<file path="src/rtl/uart_tx_arbiter.sv">
// Round-robin arbiter sharing one UART transmitter among N_REQ byte producers.
// Accepts one byte per grant, launches the UART, waits for done_tx, then applies an optional gap.
module uart_tx_arbiter #(
    parameter int N_REQ          = 4,
    parameter int DATA_WIDTH     = 8,
    parameter int GAP_CYCLES     = 0,
    parameter int TIMEOUT_CYCLES = 32768
) (
    input  logic                        clk,
    input  logic                        rst,
    input  logic [N_REQ-1:0]            req_valid,
    input  logic [N_REQ*DATA_WIDTH-1:0] req_data,
    output logic [N_REQ-1:0]            req_ready,
    output logic                        start,
    output logic [DATA_WIDTH-1:0]       tx_data_in,
    input  logic                        done_tx,
    input  logic                        tx_active,
    output logic [$clog2(N_REQ)-1:0]    grant_id,
    output logic                        busy,
    output logic                        timeout_err,
    input  logic                        clr_err,
    output logic [15:0]                 frame_count
);

    localparam int ID_W = $clog2(N_REQ);
    localparam int WD_W = (TIMEOUT_CYCLES > 2) ? $clog2(TIMEOUT_CYCLES) : 1;
    localparam logic [WD_W-1:0] WD_LAST  = WD_W'(TIMEOUT_CYCLES - 1);
    localparam logic [7:0]      GAP_LAST = (GAP_CYCLES > 0) ? 8'(GAP_CYCLES - 1) : 8'd0;

    typedef enum logic [1:0] {
        IDLE   = 2'd0,
        LAUNCH = 2'd1,
        BUSY   = 2'd2,
        GAP    = 2'd3
    } state_t;

    state_t          state;
    state_t          state_next;
    logic [ID_W-1:0] last;
    logic [ID_W-1:0] winner;
    logic [ID_W-1:0] idx;
    logic            found;
    logic            accept;
    logic [WD_W-1:0] wd_cnt;
    logic            wd_hit;
    logic            wd_expire;
    logic            frame_end;
    logic [7:0]      gap_cnt;
    logic            unused_status;

    // tx_active is informational only; sequencing relies solely on done_tx.
    assign unused_status = tx_active;

    // Rotating priority: the search starts just after the last granted requester.
    always_comb begin
        winner = '0;
        found  = 1'b0;
        idx    = '0;
        for (int k = 1; k <= N_REQ; k++) begin
            idx = ID_W'((int'(last) + k) % N_REQ);
            if (!found && req_valid[idx]) begin
                found  = 1'b1;
                winner = idx;
            end
        end
    end

    assign accept = (state == IDLE) && found;

    always_comb begin
        req_ready = '0;
        if (accept) begin
            req_ready[winner] = 1'b1;
        end
    end

    assign start     = (state == LAUNCH);
    assign busy      = (state != IDLE);
    assign wd_hit    = (wd_cnt == WD_LAST);
    assign frame_end = (state == BUSY) && done_tx;
    // A done_tx landing on the expiry cycle still counts as a good frame.
    assign wd_expire = (state == BUSY) && wd_hit && !done_tx;

    always_ff @(posedge clk or posedge rst) begin
        if (rst) begin
            state <= IDLE;
        end else begin
            state <= state_next;
        end
    end

    always_comb begin
        state_next = state;
        case (state)
            IDLE: begin
                if (|req_valid) begin
                    state_next = LAUNCH;
                end
            end
            LAUNCH: begin
                state_next = BUSY;
            end
            BUSY: begin
                if (done_tx || wd_hit) begin
                    state_next = (GAP_CYCLES == 0) ? IDLE : GAP;
                end
            end
            GAP: begin
                if (gap_cnt == GAP_LAST) begin
                    state_next = IDLE;
                end
            end
            default: begin
                state_next = IDLE;
            end
        endcase
    end

    always_ff @(posedge clk or posedge rst) begin
        if (rst) begin
            tx_data_in  <= '0;
            grant_id    <= '0;
            last        <= ID_W'(N_REQ - 1);
            wd_cnt      <= '0;
            gap_cnt     <= '0;
            frame_count <= '0;
            timeout_err <= 1'b0;
        end else begin
            // tx_data_in is only written on accept, so it holds until done_tx.
            if (accept) begin
                tx_data_in <= req_data[int'(winner)*DATA_WIDTH +: DATA_WIDTH];
                grant_id   <= winner;
                last       <= winner;
            end

            if (state == LAUNCH) begin
                wd_cnt <= '0;
            end else if (state == BUSY) begin
                wd_cnt <= wd_cnt + WD_W'(1);
            end

            if (state == GAP) begin
                gap_cnt <= gap_cnt + 8'd1;
            end else begin
                gap_cnt <= '0;
            end

            if (frame_end) begin
                frame_count <= frame_count + 16'd1;
            end

            // Expiry outranks a simultaneous clear so a fresh fault is never lost.
            if (wd_expire) begin
                timeout_err <= 1'b1;
            end else if (clr_err) begin
                timeout_err <= 1'b0;
            end
        end
    end

endmodule

</file>
<file path="config.mk">
export PLATFORM = sky130hd
export DESIGN_NAME = uart_tx_arbiter
export DESIGN_NICKNAME = d
export VERILOG_FILES = /design/src/rtl/uart_tx_arbiter.sv
export SDC_FILE = /design/constraint.sdc
export NUM_CORES = 1
export LEC_CHECK = 0
export ABC_CLOCK_PERIOD_IN_PS = 3200
export BUFFER_PORTS_ARGS = -buffer_cell sky130_fd_sc_hd__buf_2
export CAP_MARGIN = 20
export CORE_MARGIN = 10
export CORE_UTILIZATION = 57
export DETAILED_ROUTE_END_ITERATION = 8
export PLACE_DENSITY = 0.85
export SLEW_MARGIN = 30
export SYNTH_ARGS = -nofsm -noshare
export SYNTH_HDL_FRONTEND = slang
export SYNTH_SLANG_ARGS = --single-unit
</file>
<file path="constraint.sdc">
create_clock -name clk -period 3.2 [get_ports clk]
set_clock_uncertainty 0.15 [all_clocks]
set_input_delay 0.48 -clock clk [delete_from_list [all_inputs] [get_ports clk]]
set_output_delay 0.48 -clock clk [all_outputs]
set_load 0.01 [all_outputs]
</file>
== Word level (Yosys, flattened, before mapping) ==
Cells that the tools add are included.
Widths: inputs -> output; s select.
Storage, ports and cells
  register bits: 54
  bits of input ports: 41
  output and inout bits: 33
  word-level logic and storage cells: 77
Operators by class
  $add $sub $neg: 7
  $lt $le $gt $ge: 6
  equal/unequal tests: 7
  shifts and indexed selects: 1
  muxes and demuxes: 28
  reductions and logical operators: 20
Operator list (number)
  $shiftx 32x6->8: 1
  $mux 15: 2
  $add 16x1->16 const B: 1
  $add 15x1->15 const B: 1
  $eq 15x15->1 const B: 1
  $lt 2x3->1 const B: 5
  $mux 2: 7
  $mux 1: 11
  $add 8x1->8 const B: 1
  $bmux 1 s2: 4
  $logic_and 1x1->1: 8
  $logic_not 8->1: 1
  $mux 8: 1
  $pmux 2 s4: 1
  $reduce_bool 2->1: 3
  $add 2x1->2 const B: 2
  $add 2x2->2 const B: 2
  $eq 2x2->1 const B: 2
  $logic_not 1->1: 4
  $mux 4: 1
  $ne 2x1->1 const B: 2
  $reduce_or 4->1: 1
  $reduce_and 3->1: 1
  $demux 1 s2: 1
  5 further kinds: 5

== Logic depth before layout (Yosys ltp) ==
Gate-level depths: netlist (run 1).
  depth in word-level cells: 18
  gate-level depth with buffers: 8
  gate-level depth less buffers: 7

== Least setup slack after synthesis (run 1) ==
OpenSTA, ideal clock, no wires.
  path type: input to output
  start point: input port req_valid[0]
  end point: output port req_ready[1]
  arrival: 1590 ps
  required time: 2570 ps
  setup slack: 980 ps
  stages: 7
  path buffers: 3
  cells stage by stage: nand2b_1 a21o_1 buf_4 and3_1 buf_6 buf_6 nor3_1
On the way
  cells in the longest elaborated chain, start to end: 17
  elaborated cells between the ends (all ways): 29
  classes of those cells: 2 x order compare; 19 x mux; 8 x reduce/logical
RTL lines
  from (decl): RTL line 11  | input logic [N_REQ-1:0] req_valid,
  $bmux 1 s2: RTL line 61  | if (!found && req_valid[idx]) begin
  $mux 1 (implied by the code): RTL line 61
  $mux 1: RTL line 61
  $logic_not 1->1: RTL line 61
  $logic_and 1x1->1: RTL line 61
  $mux 1: RTL line 61
  $logic_not 1->1: RTL line 61
  $logic_and 1x1->1: RTL line 61
  $mux 1: RTL line 61
  $logic_not 1->1: RTL line 61
  $logic_and 1x1->1: RTL line 61
  $mux 2: RTL line 61
  $lt 2x3->1 (implied by the code) or $ge 2x1->1 (tied branches): RTL line 73  | req_ready[winner] = 1'b1;
  $logic_and 1x1->1 (implied by the code): RTL line 73
  $mux 1 (implied by the code): RTL line 73
  $demux 1 s2: RTL line 73
  $mux 4 *: RTL line 72  | if (accept) begin
  to (decl): RTL line 13  | output logic [N_REQ-1:0] req_ready,
Mark *: on every way between the ends. The rest lies on a longest branch, timed or not. The select of a mux whose other input is x is not followed.

== Final worst setup path (run 1) ==
  start point: register last[0]
  end point: output port req_ready[1]
On the way
  cells in the longest elaborated chain, start to end: 18
  elaborated cells between the ends (all ways): 33
  classes of those cells: 4 x add/sub; 2 x order compare; 19 x mux; 8 x reduce/logical
RTL lines
  from (decl): RTL line 39  | logic [ID_W-1:0] last;
  from (signal assigned): RTL line 123  | last <= ID_W'(N_REQ - 1);
  from (signal assigned): RTL line 133  | last <= winner;
  $add 2x1->2: RTL line 60  | idx = ID_W'((int'(last) + k) % N_REQ);
  $bmux 1 s2: RTL line 61
  $mux 1 (implied by the code): RTL line 61
  $mux 1: RTL line 61
  $logic_not 1->1: RTL line 61
  $logic_and 1x1->1: RTL line 61
  $mux 1: RTL line 61
  $logic_not 1->1: RTL line 61
  [2 not listed]
  $logic_not 1->1: RTL line 61
  $logic_and 1x1->1: RTL line 61
  $mux 2: RTL line 61
  $lt 2x3->1 (implied by the code) or $ge 2x1->1 (tied branches): RTL line 73
  $logic_and 1x1->1 (implied by the code): RTL line 73
  $mux 1 (implied by the code): RTL line 73
  $demux 1 s2: RTL line 73
  $mux 4 *: RTL line 72
Marked as above.

==> summary by stage, run 1 <==
Route
After detailed routing, the number of vias per cell comes to 5.34. The aggregate routed wire length is 6540 um. Before antenna repair, the detailed router went through 4 iterations. The residual DRC count is 0. Dividing the detail-routed wire length by the instance count gives 15.1 um. The number of nets with antenna violations after detailed routing is 0.

The routed layout has 2312 vias. The iteration-0 DRC count of the detailed router is 96.

Setup path
The kind of start point of the critical path is a flop. In this run the worst path has a maximum fanout of 9. The start-to-end type of the worst setup path is reg2out.

The endpoint required time on the critical path is 2570 ps. In this run the worst setup path begins at last[0]. In this run the critical register-to-register path is captured at tx_data_in[4]. The worst reg-to-reg path cell count is 6.

The worst setup slack for register-to-register paths is 910 ps. The sort of element at the end of the critical path is a primary output. The reg-to-reg startpoint is last[0].

The critical path data arrival time is 2190 ps.

Global route
The global-route wire length before repair is 11300 um. The total global routing track utilization is 0.163. The total overflow left after global routing is 0. The number of antenna violations at the first check in global routing is 0. The number of global-route vias before repair is 2377.

Entering global routing, the biggest net connects 30 pins.

CTS
Counting the buffers created by CTS gives 5. The maximum clock path buffer count is 2. In this run the clock root is driven by a clkbuf_8. After clock tree synthesis, the clock-pin slew on the worst setup and hold paths is 100 ps. The later-pin clock latency in the skew report is 310 ps.

Gates resized during post-CTS repair numbered 0. The tree built by TritonCTS fans out to 54 sinks. The clock tree from TritonCTS is yes. The number of setup buffers added after CTS is 0. CTS built an H-tree with a depth of 2.

Hold repair after CTS inserted 0 buffers.

Synth
In this run, distinct cell masters in the synthesized netlist total 41. The cell area after synthesis is 2860 um2. The average instance area after synthesis is 9.86 um2. The synthesis warning total is 0.

The synthesized netlist net count is 339. Synthesis produced a netlist whose cell count is 290. The number of flops mapped to enable cells by yosys is 0.

The fraction of registers with async set/reset is 1.00. Synthesis inferred 54 register bits. For this run, the register share of the synthesized area comes to 0.474. In the synthesized netlist the dominant register cell turns out to be dfrtp_1.

Finish
After routing the design area is 3390 um2. The layout cell share with drive strength beyond 1 is 0.257. The count of cells in the finished layout, fillers not included, comes to 433.

The signed area change from the synthesized netlist to the final layout is 18.5%. The count of fill cells added during filler insertion is 364. The final layout contains 415 nets.

The number of antenna diodes in the final layout is 0. At the end of the flow the core is filled with cells to 0.708.

Placement
The final weighted congestion in routability-driven placement is 0.801. The count of buffers added on input and output ports is 72. The number of placed instances, taps included, is 426. The area of placed instances is 3270 um2.

The HPWL after detailed placement is 5020 um.

Die
The area of the placeable core is 4790 um2. The site row count is 25. The floorplan step defined a die boundary enclosing 8250 um2.

In this run the count of I/O pins placed on the die edge is 74. The initial utilization of the core area, before any placement, comes to 0.597. The horizontal extent of the die is 90.8 um. The chip height is 90.8 um.

Run status
The flow ran to the end, and the final reports show no timing, DRC or antenna violations.

Timing
The final clock period utilization by the worst path is 0.881. The aggregate negative setup slack is 0 ps. Setup repair after global routing left no endpoint under its margin. The slew at the pin closest to its max-slew limit is 614 ps. The count of endpoints failing hold in the final timing report is 0. Headroom to the max-slew limit came out at 0.589. Counting I/O delays and the setup requirement, the final critical path takes 2820 ps. The number of pins with negative max-slew slack in the final report is 0. Static timing analysis puts the maximum clock frequency at 355 MHz. Setup violations remaining at the end of the flow were counted as 0.

Pwr
The power per cell area is 731 nW/um2. In this run the static leakage power is 0.00167 uW. The design draws 2480 uW. The worst ir drop on vdd is 0.553 mV.

Worst hold path
The path class of the lowest-slack min-delay path is in2async.

Flow run
Max-cap violations in this run came to 0.
## layout make-up
cell class              count  area, um2  area share
multi-input cells         205       1350       0.399
clock buffers               6       82.6      0.0244
well taps                  67       83.8      0.0248
repair buffers             77        398       0.117
clock inverters             1       30.0     0.00887
inverters                  23       86.3      0.0255
flip-flops and latches     54       1350       0.400
## critical path, stage by stage (launching register included)
cell	delay, ps
dfstp_2	570
nand2b_1	140
a21o_1	290
and3_1	420
buf_4	240
nor3_1	60
buf_2	160
## sequential cells by signal, indices dropped and copies added, names as in the netlist
signal       cells
grant_id         2
state            2
last             2
frame_count     16
tx_data_in       8
gap_cnt          8
wd_cnt          15
timeout_err      1
## where the power goes
part           total [uW]  switching, uW  leakage, uW  internal, uW
clock network         468            217    0.0000573           250
registers             991            137     0.000693           854
logic                1020            593     0.000924           426
## placed cells by master (no fill, tap or decap), drive strengths merged, types with 2 or more instances in the layout
cell type / instances
nand2: 17
ha: 8
o22ai: 5
nand2b: 5
inv: 23
a31oi: 8
mux2: 3
dfrtp: 52
o21ai: 7
dfstp: 2
a211oi: 16
and4: 2
or2: 2
nor2: 31
mux2i: 10
nor3: 6
a21oi: 6
nand4: 8
buf: 77
xor2: 12
nor3b: 3
clkbuf: 6
xnor2: 16
nor2b: 5
and2: 9
and3: 3
nand3: 15
or3: 2
## cell families (layout without fill, tap and decap cells)
group	Yosys count	after routing	share of synthesized area
adders and majority gates	8	8	0.0350
muxes	13	13	0.0468
and+or+nand+nor	110	110	0.193
DFF	54	54	0.474
buffers and inverters	31	107	0.0534
AOI/OAI and AO/OA	46	46	0.112
xor gates and xnor gates	28	28	0.0858
## metrics by stage
step,setup WS (ps),hold slack [ps]
finish,381,77.4
global route,253,123
CTS,398,100
detailed placement,686,307
global placement,714,304
floorplan,980,295
## worst max path at each step
stage | end | slack, ps | cells after the start
3_3_place_gp | req_ready[1] | 710 | 7
6_report | req_ready[1] | 380 | 6
4_1_cts | req_ready[1] | 400 | 6
2_1_floorplan | req_ready[1] | 980 | 7
5_1_grt | req_ready[1] | 250 | 6
3_5_place_dp | req_ready[1] | 690 | 7
## metal layers
layer	part of all wire	up-vias	GRT usage
met2	0.51	63	0.284
met4	0.0093	0	0.0444
li1	-	1149	-
met1	0.42	1096	0.187
met3	0.056	4	0.0507
met5	0	-	0
## cells in the mapped netlist, types with 2 or more instances
| library cell | number | area share |
|---|---|---|
| a211oi_1 | 16 | 0.042 |
| a21oi_1 | 6 | 0.011 |
| a31oi_1 | 8 | 0.018 |
| and2_1 | 9 | 0.020 |
| and3_1 | 3 | 0.0066 |
| and4_1 | 2 | 0.0061 |
| buf_6 | 2 | 0.0079 |
| clkbuf_1 | 3 | 0.0039 |
| dfrtp_1 | 52 | 0.46 |
| dfstp_2 | 2 | 0.018 |
| ha_1 | 8 | 0.035 |
| inv_1 | 23 | 0.030 |
| mux2_2 | 3 | 0.012 |
| mux2i_1 | 10 | 0.035 |
| nand2_1 | 17 | 0.022 |
| nand2b_1 | 5 | 0.011 |
| nand3_1 | 15 | 0.026 |
| nand4_1 | 8 | 0.018 |
| nor2_1 | 31 | 0.041 |
| nor2b_1 | 5 | 0.011 |
| nor3_1 | 6 | 0.011 |
| nor3b_1 | 3 | 0.0079 |
| o21ai_0 | 4 | 0.0070 |
| o22ai_1 | 5 | 0.011 |
| or3_1 | 2 | 0.0044 |
| xnor2_1 | 16 | 0.049 |
| xor2_1 | 12 | 0.037 |
Power figures use the tool's default switching activity.
==> run 2: changes to the inputs <==
BUFFER_PORTS_ARGS = unset   (was -buffer_cell sky130_fd_sc_hd__buf_2)
CORE_UTILIZATION = 65   (was 57)
DONT_BUFFER_PORTS = 1   (was unset)
PLACE_DENSITY = 0.81   (was 0.85)
SLEW_MARGIN = unset   (was 30)
==> summary by stage, run 2 (synthesis results as in run 1) <==
CTS
The number of hold buffers added after cts is 0 (unchanged). Clock tree synthesis selected as its root buffer the cell clkbuf_8. The maximum clock path buffer count is 2 (unchanged).

The number of clock sinks is 54 (unchanged). The clock buffer count from CTS is 5 (unchanged). The clock tree from TritonCTS is yes. The number of gates given a new drive strength after cts was 0 (unchanged). The later-pin clock latency in the skew report was 310 ps (about the same). The number of setup buffers added after CTS was 0 (unchanged). The clock transition time at the flip-flop clock pins of the worst setup and hold paths is 90 ps (about the same). The H-tree depth was 2 (unchanged).

Placement
The area of placed instances is 2870 um2 (-12%). The number of port buffers came to 0 (-100%). The final weighted congestion in routability-driven placement is 0.766 (-4.4%). The HPWL after detailed placement was 4370 um (-13%).

Route
The iteration-0 DRC count of the detailed router came to 105 (+9.4%). The number of nets with antenna violations after detailed routing came to 0 (unchanged). The ratio of routed vias to standard cells is 5.91 (+11%).

The count of TritonRoute iterations in the first routing pass is 4 (unchanged). The average detailed-routed wire length per instance is 16.9 um (+12%). The aggregate routed wire length is 5850 um (-11%). The residual DRC count was 0 (unchanged).

The via count is 2044 (-12%).

Timing
The final critical-path required period was 2680 ps (-136 ps). The final clock period utilization by the worst path came to 0.838 (-0.0425). The count of endpoints failing hold in the final timing report came to 0 (unchanged). The worst slew slack as a fraction of its limit is 0.594 (+0.00437).

The aggregate negative setup slack is 0 ps (unchanged). Setup repair after global routing left no endpoint under its margin. The highest clock frequency the design can meet is 373 MHz (+5.1%). The number of setup violations in the final report is 0 (unchanged). The number of pins with negative max-slew slack in the final report is 0 (unchanged). The slew at the pin closest to its max-slew limit is 607 ps (-6.53 ps).

Die
The initial cell density of the core is 0.666 (+0.0684). The horizontal extent of the die was 86.3 um (-5.0%). The site row count came to 24 (-4.0%). The area of the die came to 7450 um2 (-9.7%). The area of the placeable core is 4290 um2 (-10%). The chip height is 86.3 um (-5.0%). The number of placed I/O pins is 74 (unchanged).

Worst hold path
The path class of the tightest hold or removal check is in2reg. Counting instances, the worst hold path has a depth of 1.

Setup path
The family with the most delay on the worst path is simple AND/OR/NAND/NOR gates. The delay of the slowest cell on the worst path is 410 ps (-160 ps). The instance count on the critical path is 7 (+1). Walking the worst path, the cells encountered are inv_1 -> ha_1 -> inv_1 -> nor2_1 -> buf_4 -> nand2_1 -> nor2b_1. The worst reg-to-reg path cell count is 7 (+1). STA classifies the critical path startpoint as a flop.

The worst setup slack for register-to-register paths came to 960 ps (+50 ps). The largest fanout on the critical path is 14 (+5). The worst setup path is captured at a primary output. By instance count, the cell type seen most on the critical path is inv_1. The reg-to-reg startpoint is state[0].

The worst register-to-register path ends at wd_cnt[13]. Tracing the worst setup path back leads to its startpoint at state[0]. The critical path data arrival time is 2050 ps (-140 ps).

The start-to-end type of the worst setup path is reg2out. The total buffers and inverters traversed by the critical path is 3 (+1). The termination of the worst setup path is req_ready[2].

The cell with the largest stage delay on the worst path is dfrtp_1. The endpoint required time on the critical path was 2570 ps (about the same).

Flow run
The max-cap check violation count came to 0 (unchanged).

Pwr
The power per cell area is 746 nW/um2 (+2.0%). The static power due to leakage came to 0.00136 uW (-19%). The worst ir drop on vdd is 0.596 mV (+7.8%).

Finish
The number of diodes added for antenna fixing is 0 (unchanged). The library cell used most frequently in the layout, excluding fill and tap cells, is dfrtp_1. The count of fill cells added during filler insertion came to 325 (-11%).

Leaving out fill and tap cells, the most frequent cells in the layout are dfrtp_1, nor2_1, inv_1. The number of flip-flops under the largest register name was 16 (unchanged). The post-layout net count is 342 (-18%).

The register with the highest flop count is frame_count. The largest registers in the layout are frame_count (16), wd_cnt (15). The signed area change from the synthesized netlist to the final layout is 4.42%. The post-route cell area came to 2990 um2 (-12%).

The layout cell share with drive strength beyond 1 came to 0.0680 (-0.189).

Global route
The largest net degree at the start of global routing is 55 (+83%). The global-route wire length before repair was 9690 um (-14%). The total global routing track utilization is 0.156 (-0.00653). The overall overflow remaining after global route was 0 (unchanged). The number of global-route vias before repair is 2000 (-16%). The number of antenna violations at the first check in global routing was 0 (unchanged).

Run status
The run finished with clean final reports.
## run 2: changes by cell type in the layout (fill, tap and decap cells not counted)
| cell | previous run | this run |
|---|---|---|
| buf_2 | 72 | 0 |
| dlygate4sd3_1 | 0 | 1 |
| buf_4 | 5 | 2 |
| buf_12 | 0 | 1 |
| bufinv_16 | 1 | 0 |
| clkbuf_1 | 0 | 1 |
| clkinv_2 | 0 | 2 |
| clkbuf_8 | 6 | 5 |
## run 2: layout make-up
type | instances | area (um2) | area share
multi-input cells | 205 | 1350 | 0.453
clock buffers | 6 | 72.6 | 0.0243
repair buffers | 4 | 45.0 | 0.0151
inverters | 23 | 86.3 | 0.0289
clock inverters | 2 | 10.0 | 0.00335
well taps | 52 | 65.1 | 0.0218
flip-flops and latches | 54 | 1350 | 0.453
## run 2: report_power, final
group	total (uW)	internal (uW)	switching [uW]
combinational	793	321	472
clock	372	152	219
sequential	1060	854	207
total	2230	1330	898
## run 2: stage by stage
stage	hold WS (ps)	worst slack, ps	utilization	cells	power (uW)
floorplan	295	980	-	290	1720
detailed placement	324	865	0.669	336	1870
global placement	322	891	0.669	336	1840
CTS	103	515	0.688	344	2240
global route	101	277	0.695	346	2400
finish	106	517	0.695	346	2230
## run 2: how the worst min path moves through the flow
stage / startpoint / end / slack, ps
after CTS: clr_err / timeout_err / 100
after global routing: clr_err / timeout_err / 100
after floorplan: gap_cnt[0] / gap_cnt[0] / 290
after detailed placement: gap_cnt[0] / gap_cnt[0] / 320
final: clr_err / timeout_err / 110
after global placement: gap_cnt[0] / gap_cnt[0] / 320
## run 2: metal layers
layer	part of all wire	wire length, um	vias up	global-route usage
met5	0	0	-	0
met4	0.015	87	0	0.0530
met3	0.078	455	8	0.0619
met2	0.48	2810	57	0.239
met1	0.43	2490	980	0.196
li1	-	-	999	-
## run 2: worst register-to-register path: cells and delay by family (launching register included)
| family | cells | cell delay [ps] |
|---|---|---|
| buf+inv | 1 | 90 |
| xor+xnor | 1 | 140 |
| fa+ha+maj | 1 | 470 |
| simple gates | 4 | 910 |
| flops | 1 | 380 |
